--- src/rtl/ddr_pkg.sv ---
// Shared definitions for the DDR game front-end: clock rate, debounce
// interval and the per-key debounce state encoding.
package ddr_pkg;

  localparam int CLOCK_50MHZ   = 50_000_000;
  // 20 ms worth of 50 MHz cycles (1_000_000).
  localparam int DEBOUNCE_20MS = CLOCK_50MHZ / 50;

  // Bit 1 of the encoding is the debounced "held" level.
  typedef enum logic [1:0] {
    RELEASED     = 2'b00,
    PRESS_WAIT   = 2'b01,
    PRESSED      = 2'b11,
    RELEASE_WAIT = 2'b10
  } key_state_t;

endpackage

--- src/rtl/key_debounce_ch.sv ---
// One key channel: synchroniser, debounce counter and press/release FSM.
// press_next is the value press takes on the coming edge, so the top level
// can register its own derived outputs in step with press.
module key_debounce_ch
  import ddr_pkg::*;
#(
  parameter int DEBOUNCE_CYCLES = DEBOUNCE_20MS,
  parameter int SYNC_STAGES     = 2
) (
  input  logic clock,
  input  logic reset,
  input  logic key_n,
  output logic held,
  output logic press,
  output logic press_next,
  output logic release_pulse
);

  localparam int CNT_W = $clog2(DEBOUNCE_CYCLES + 1);
  localparam logic [CNT_W-1:0] CNT_LAST = CNT_W'(DEBOUNCE_CYCLES - 1);
  localparam logic [CNT_W-1:0] CNT_ONE  = CNT_W'(1);

  logic [SYNC_STAGES-1:0] sync;
  logic                   s;
  key_state_t             state;
  key_state_t             state_next;
  logic [CNT_W-1:0]       cnt;
  logic [CNT_W-1:0]       cnt_next;
  logic                   release_next;

  assign s = sync[SYNC_STAGES-1];

  // Shift the raw active-low key through the synchroniser; reset reads as released.
  always_ff @(posedge clock or posedge reset) begin
    if (reset) begin
      sync <= '1;
    end else begin
      sync <= {sync[SYNC_STAGES-2:0], key_n};
    end
  end

  // State, counter and registered pulse outputs.
  always_ff @(posedge clock or posedge reset) begin
    if (reset) begin
      state         <= RELEASED;
      cnt           <= '0;
      press         <= 1'b0;
      release_pulse <= 1'b0;
    end else begin
      state         <= state_next;
      cnt           <= cnt_next;
      press         <= press_next;
      release_pulse <= release_next;
    end
  end

  // Next-state logic: a change is accepted only after DEBOUNCE_CYCLES
  // consecutive synchronised samples at the new level; any sample back at the
  // old level aborts the wait without a pulse.
  always_comb begin
    state_next   = state;
    cnt_next     = cnt;
    press_next   = 1'b0;
    release_next = 1'b0;
    case (state)
      RELEASED: begin
        if (!s) begin
          state_next = PRESS_WAIT;
          cnt_next   = CNT_ONE;
        end else begin
          cnt_next = '0;
        end
      end
      PRESS_WAIT: begin
        if (s) begin
          state_next = RELEASED;
          cnt_next   = '0;
        end else if (cnt == CNT_LAST) begin
          state_next = PRESSED;
          cnt_next   = '0;
          press_next = 1'b1;
        end else begin
          cnt_next = cnt + CNT_ONE;
        end
      end
      PRESSED: begin
        if (s) begin
          state_next = RELEASE_WAIT;
          cnt_next   = CNT_ONE;
        end else begin
          cnt_next = '0;
        end
      end
      RELEASE_WAIT: begin
        if (!s) begin
          state_next = PRESSED;
          cnt_next   = '0;
        end else if (cnt == CNT_LAST) begin
          state_next   = RELEASED;
          cnt_next     = '0;
          release_next = 1'b1;
        end else begin
          cnt_next = cnt + CNT_ONE;
        end
      end
      default: begin
        state_next = RELEASED;
        cnt_next   = '0;
      end
    endcase
  end

  assign held = (state == PRESSED) || (state == RELEASE_WAIT);

endmodule

--- src/rtl/key_conditioner.sv ---
// Conditions the DE-board push-buttons into debounced levels, press/release
// pulses and an active-low press strobe for the game controller.
module key_conditioner
  import ddr_pkg::*;
#(
  parameter int NUM_KEYS        = 4,
  parameter int DEBOUNCE_CYCLES = DEBOUNCE_20MS,
  parameter int SYNC_STAGES     = 2
) (
  input  logic                clock,
  input  logic                reset,
  input  logic [NUM_KEYS-1:0] key_n,
  output logic [NUM_KEYS-1:0] key_held,
  output logic [NUM_KEYS-1:0] key_press,
  output logic [NUM_KEYS-1:0] key_release,
  output logic [NUM_KEYS-1:0] key_strobe_n,
  output logic                any_press
);

  logic [NUM_KEYS-1:0] press_next;

  for (genvar k = 0; k < NUM_KEYS; k++) begin : g_ch
    key_debounce_ch #(
      .DEBOUNCE_CYCLES(DEBOUNCE_CYCLES),
      .SYNC_STAGES    (SYNC_STAGES)
    ) u_ch (
      .clock        (clock),
      .reset        (reset),
      .key_n        (key_n[k]),
      .held         (key_held[k]),
      .press        (key_press[k]),
      .press_next   (press_next[k]),
      .release_pulse(key_release[k])
    );
  end

  // Strobe and any-press are registered from the same next value as key_press
  // so all three line up on the same cycle.
  always_ff @(posedge clock or posedge reset) begin
    if (reset) begin
      key_strobe_n <= '1;
      any_press    <= 1'b0;
    end else begin
      key_strobe_n <= ~press_next;
      any_press    <= |press_next;
    end
  end

endmodule

--- config.mk ---
export PLATFORM = sky130hd
export DESIGN_NAME = key_conditioner
export DESIGN_NICKNAME = d
export VERILOG_FILES = /design/src/rtl/ddr_pkg.sv /design/src/rtl/key_debounce_ch.sv /design/src/rtl/key_conditioner.sv
export SDC_FILE = /design/constraint.sdc
export NUM_CORES = 1
export LEC_CHECK = 0
export BUFFER_PORTS_ARGS = -buffer_cell sky130_fd_sc_hd__buf_2
export CAP_MARGIN = 20
export CORE_MARGIN = 2
export CORE_UTILIZATION = 35
export DETAILED_ROUTE_END_ITERATION = 12
export PLACE_DENSITY = 0.46
export SKIP_CTS_REPAIR_TIMING = 1
export SLEW_MARGIN = 10
export SYNTH_ARGS = -nofsm -noshare
export SYNTH_HDL_FRONTEND = slang
export SYNTH_HIERARCHICAL = 1
export SYNTH_SLANG_ARGS = --single-unit
--- constraint.sdc ---
create_clock -name clock -period 4.49 [get_ports clock]
set_input_delay 1.347 -clock clock [delete_from_list [all_inputs] [get_ports clock]]
set_output_delay 1.347 -clock clock [all_outputs]
set_load 0.03 [all_outputs]
### Word-level counts from Yosys, hierarchy flattened

Cells that the tools add are included.

| storage, ports and cells | value |
|---|---|
| bits in registers | 109 |
| output and inout port bits | 17 |
| word-level logic and storage cells | 144 |

| cells by class | value |
|---|---|
| add/sub/neg operators | 4 |
| eq/ne operators | 32 |
| muxes and demuxes | 72 |
| bitwise logic cells | 1 |
| reduce and logical (&&, ||, !) cells | 13 |

Operators with widths:

| cell | number |
|---|---|
| $pmux 20 s4 | 4 |
| $mux 20 | 12 |
| $add 20x1->20 const B | 4 |
| $eq 20x20->1 const B | 4 |
| $mux 2 | 24 |
| $pmux 2 s4 | 4 |
| $mux 1 | 28 |
| $eq 2x2->1 const B | 8 |
| $reduce_and 4->1 | 4 |
| $ne 3x1->1 const B | 4 |
| $ne 3x3->1 const B | 4 |
| $eq 2x1->1 const B | 4 |
| $logic_not 2->1 | 4 |
| $ne 2x1->1 const B | 4 |
| $ne 2x2->1 const B | 4 |
| $logic_or 1x1->1 | 4 |
| $not 4->4 | 1 |
| $reduce_or 4->1 | 1 |

### Longest topological paths before layout

| depth | value |
|---|---|
| word-level depth | 5 |
| depth in mapped cells | 7 |
| mapped depth without buffers | 6 |

### By module

The synthesis kept the hierarchy.

Modules (own cells, without submodules):

| module | times used | cells each | area an instance (µm²) |
|---|---|---|---|
| key_debounce_ch at g_ch[0].u_ch ... | 3 | 147 | 1382.6 |
| key_debounce_ch at g_ch[3].u_ch | 1 | 142 | 1385.1 |
| key_conditioner | 1 | 11 | 156.4 |

### Worst setup path after synthesis

OpenSTA, ideal clock, no wires.

| timing path | value |
|---|---|
| kind | register to output |
| from | reg g_ch[0].u_ch.state[0] |
| to | out key_held[0] |
| arrival time | 1108 ps |
| required time | 3143 ps |
| setup slack | 2035 ps |
| cell stages (with the launch flop) | 4 |
| path buffers | 1 |
| path through | dfrtp_1 ha_1 clkbuf_1 or2_2 |

| between the ends | value |
|---|---|
| word-level cells in the longest chain between the ends | 2 |
| elaborated cells between the ends (all ways) | 3 |
| those cells by class | eq/ne (2); reduce/logical (1) |

RTL lines:

| element | line | source |
|---|---|---|
| start, declared | key_debounce_ch.sv:25 | `key_state_t state;` |
| start signal, assigned | key_debounce_ch.sv:50 | `state <= state_next;` |
| $eq 2x2->1 | key_debounce_ch.sv:113 | `assign held = (state == PRESSED) \|\| (state == RELEASE_WAIT);` |
| $logic_or 1x1->1 (*) | key_debounce_ch.sv:113 |  |
| end, declared | key_conditioner.sv:13 | `output logic [NUM_KEYS-1:0] key_held,` |

Every way passes the cells marked *; elsewhere a longest branch is shown, timed or not.

### Worst setup path in the final report

| timing path | value |
|---|---|
| from | reg g_ch[2].u_ch.state[1] |
| to | out key_held[2] |

| between the ends | value |
|---|---|
| word-level cells in the longest chain between the ends | 2 |
| elaborated cells between the ends (all ways) | 3 |
| those cells by class | eq/ne (2); reduce/logical (1) |

RTL lines:

| element | line |
|---|---|
| start, declared | key_debounce_ch.sv:25 |
| start signal, assigned | key_debounce_ch.sv:50 |
| $eq 2x2->1 | key_debounce_ch.sv:113 |
| $logic_or 1x1->1 (*) | key_debounce_ch.sv:113 |

Marked as above.

==> impl_metrics.py <==
metrics = {
    "sta": {
        "finalSetupTns_ns": 0,
        "skew_ns": 0.00606,
        "finalSetupViolations": 0,
        "grt_setup_unrepaired": "no",
        "hold_viol": 0,
        "fmaxAchievable_ghz": 0.344,
        "max_slew.worst_pin.slew_ns": 0.809,
        "finalCritPeriodShare_pct": 64.8,
        "period_needed_ns": 2.91,
        "maxSlewViolCount": 0,
        "max-slew-margin-rel_pct": 45.3,
    },
    "clock_tree": {
        "htree_levels": 3,
        "cts_num_sinks": 109,
        "clk_pin_slew_ns": 0.07,
        "clock_latency_ns": 0.35,
        "cts.path.max_buffers": 2,
        "clock-root-buffer": "clkbuf_16",
        "cts_buffers": 9,
        "cts_tree": "done",
    },
    "setup_path": {
        "slowest_stage": "dfrtp_1",
        "critical_path_arrival_ns": 1.56,
        "path_cells": "ha_1, or2_2, buf_2",
        "cp_max_fo": 9,
        "cp.required_ns": 3.14,
        "reg2reg_depth": 5,
        "critical_path.max_stage_delay_ns": 0.44,
        "critPathLaunchType": "flop",
        "endpoint_kind": "primary output",
        "critical_path_class": "reg2out",
    },
    "power": {
        "ir_drop_v": 0.000189,
        "power_mw": 2.67,
        "p_per_area_nw_per_um2": 418,
        "leakagePower_nw": 2.58,
    },
    "global_route": {
        "grtUsageMet2_pct": 22.9,
        "overflow": 0,
        "grt_max_degree": 27,
        "use_met1_pct": 19.2,
        "busiest_layer": "met2",
        "antenna_found_initial": 0,
        "grt_pass1_wl_um": 20400,
        "grt_usage_pct": 14.2,
        "met3_usage_pct": 3.78,
        "grt_pass1_vias": 4194,
    },
    "finish": {
        "final_layout_size_suffix_gt1_share_pct": 11.6,
        "multi_input_area_um2": 2730,
        "area.sequential_um2": 2740,
        "area_growth_pct": 12.3,
        "final_nets": 641,
        "antennaDiodeCount": 0,
        "nFillCells": 1612,
    },
    "status": {
        "status": "completed",
    },
    "yosys": {
        "synth-seq-cells": 109,
        "netlist_instances": 594,
        "syn_area_um2": 5690,
        "yosysSeqAreaShare_pct": 48.2,
        "synth.distinct_cells": 43,
        "avgSynthCellArea_um2": 9.58,
        "ys_warn_count": 6,
        "syn_nets": 621,
    },
    "placement": {
        "gp_congestion": 0.781,
        "dpl.hpwl_um": 8060,
        "portBuffers": 22,
    },
    "routing": {
        "route.detailed.drc": 0,
        "drtIter0Drc": 235,
        "wl_per_cell_um": 14.1,
        "ant_nets": 0,
        "vias_per_cell": 5.14,
        "via_count": 4289,
        "drt-total-wl_um": 11800,
        "drtPass1Iterations": 4,
    },
    "min_path": {
        "hp-class": "reg2reg",
        "hold_depth": 0,
    },
    "floorplan": {
        "start_util_pct": 35.8,
        "io_pins": 23,
        "dieHeight_um": 131,
        "coreArea_um2": 15900,
        "rows": 46,
        "die_w_um": 131,
        "die-area_um2": 17300,
    },
    "flow_run": {
        "maxCapViolations": 0,
    },
}
-- flip-flops by register name, indices dropped and copies added (netlist names) --
register,count
g_ch.u_ch/cnt,80
any_press,1
g_ch.u_ch/press,4
g_ch.u_ch/state,8
g_ch.u_ch/release_pulse,4
g_ch.u_ch/sync,8
key_strobe_n,4
-- cell families after synthesis --
kind of cell	after synthesis	synth area share, %
simple gates	267	25.5
flops	109	48.2
compound gates	88	8.99
buf+inv	53	3.87
xor+xnor	50	7.70
fa+ha+maj	21	4.62
mux	6	1.08
-- worst max-delay path, delay by kind of cell (launching register included) --
family                     cells  cell delay [ns]
DFF                            1             0.44
buffers and inverters          1             0.18
and+or+nand+nor                1             0.30
adders and majority gates      1             0.30
-- metrics by stage --
stage / utilization [%] / instances / instance area, um^2 / setup WS [ns] / hold slack, ns
after detailed placement: 37.8 / 815 / 6000 / 1.96 / 0.349
after global placement: 37.8 / 815 / 6000 / 1.98 / 0.347
final: 40.2 / 835 / 6390 / 1.58 / 0.355
after floorplan: - / 594 / 5690 / 2.04 / 0.345
after global routing: 40.2 / 835 / 6390 / 1.49 / 0.361
after CTS: 39.6 / 831 / 6290 / 1.56 / 0.357
-- cell usage in the layout, fill, tap and decap left out, types with 4 or more instances in the layout --
| master | synthesis | layout |
|---|---|---|
| or3_1 | 16 | 16 |
| mux2i_1 | 5 | 5 |
| nand2_1 | 41 | 41 |
| dfstp_2 | 12 | 12 |
| or2_2 | 7 | 7 |
| buf_4 | 1 | 4 |
| nor3_1 | 13 | 13 |
| xnor2_1 | 27 | 27 |
| nand3_1 | 19 | 19 |
| nor4_1 | 13 | 13 |
| a21oi_1 | 27 | 27 |
| buf_2 | 8 | 22 |
| o21ai_0 | 36 | 36 |
| and3_1 | 9 | 9 |
| nor4b_1 | 6 | 6 |
| ha_1 | 21 | 21 |
| o311ai_0 | 6 | 6 |
| or4_1 | 10 | 10 |
| xor2_1 | 23 | 23 |
| nand2b_1 | 7 | 7 |
| clkbuf_16 | 0 | 9 |
| and4_1 | 9 | 9 |
| nor2_1 | 73 | 73 |
| inv_1 | 32 | 32 |
| nand4_1 | 31 | 31 |
| dfrtp_1 | 97 | 97 |
-- worst paths after layout --
check	start	end	slack [ns]
max in group asynchronous	reset	g_ch[2].u_ch/sync[0]	2.82
max	g_ch[2].u_ch/state[1]	key_held[2]	1.58
min	g_ch[2].u_ch/sync[0]	g_ch[2].u_ch/sync[1]	0.36
min reg2reg	g_ch[2].u_ch/sync[0]	g_ch[2].u_ch/sync[1]	0.36
min in group asynchronous	reset	any_press	0.98
max reg2reg	g_ch[0].u_ch/cnt[12]	any_press	2.20
-- final cells by class --
type,count,share of cell area (%)
Sequential cell,109,42.9
Multi-Input combinational cell,432,42.7
Tap cell,216,4.23
Timing Repair Buffer,30,3.72
Clock buffer,11,3.64
Inverter,32,1.88
Clock inverter,5,0.940
-- Yosys cell counts, drive strengths merged --
library cell	count	area, um^2
o31ai	2	15.0
mux2i	5	50.1
nor3b	3	22.5
nor4	13	81.3
a22oi	3	22.5
o21a	3	22.5
nand2b	7	43.8
buf	13	70.1
a21oi	27	135
o311ai	6	52.6
and3	9	56.3
nor4b	6	52.6
and4	10	90.1
and2	3	18.8
ha	21	263
a221oi	3	26.3
o211ai	1	7.51
or2	7	43.8
a31o	3	26.3
xnor2	27	236
o21ai	39	195
nor2	73	274
mux2	1	11.3
dfstp	12	315
xor2	23	201
or4	10	75.1
nand4	34	258
nor3	13	65.1
clkbuf	8	30.0
inv	32	120
nor2b	2	12.5
o221ai	1	8.76
or3	16	100
nand2	41	154
nand3	20	105
dfrtp	97	2430
-- report_power, final --
group,switching [mW],total (mW),internal (mW)
Sequential,0.0661,1.12,1.06
Clock,0.362,0.797,0.436
Combinational,0.470,0.748,0.278
Total,0.898,2.67,1.77
-- metal layers --
layer	vias up	routed length, um
met4	0	106
met5	-	0
met2	44	5500
met1	2096	5840
li1	2139	-
met3	10	354
Power figures use the tool's default switching activity.
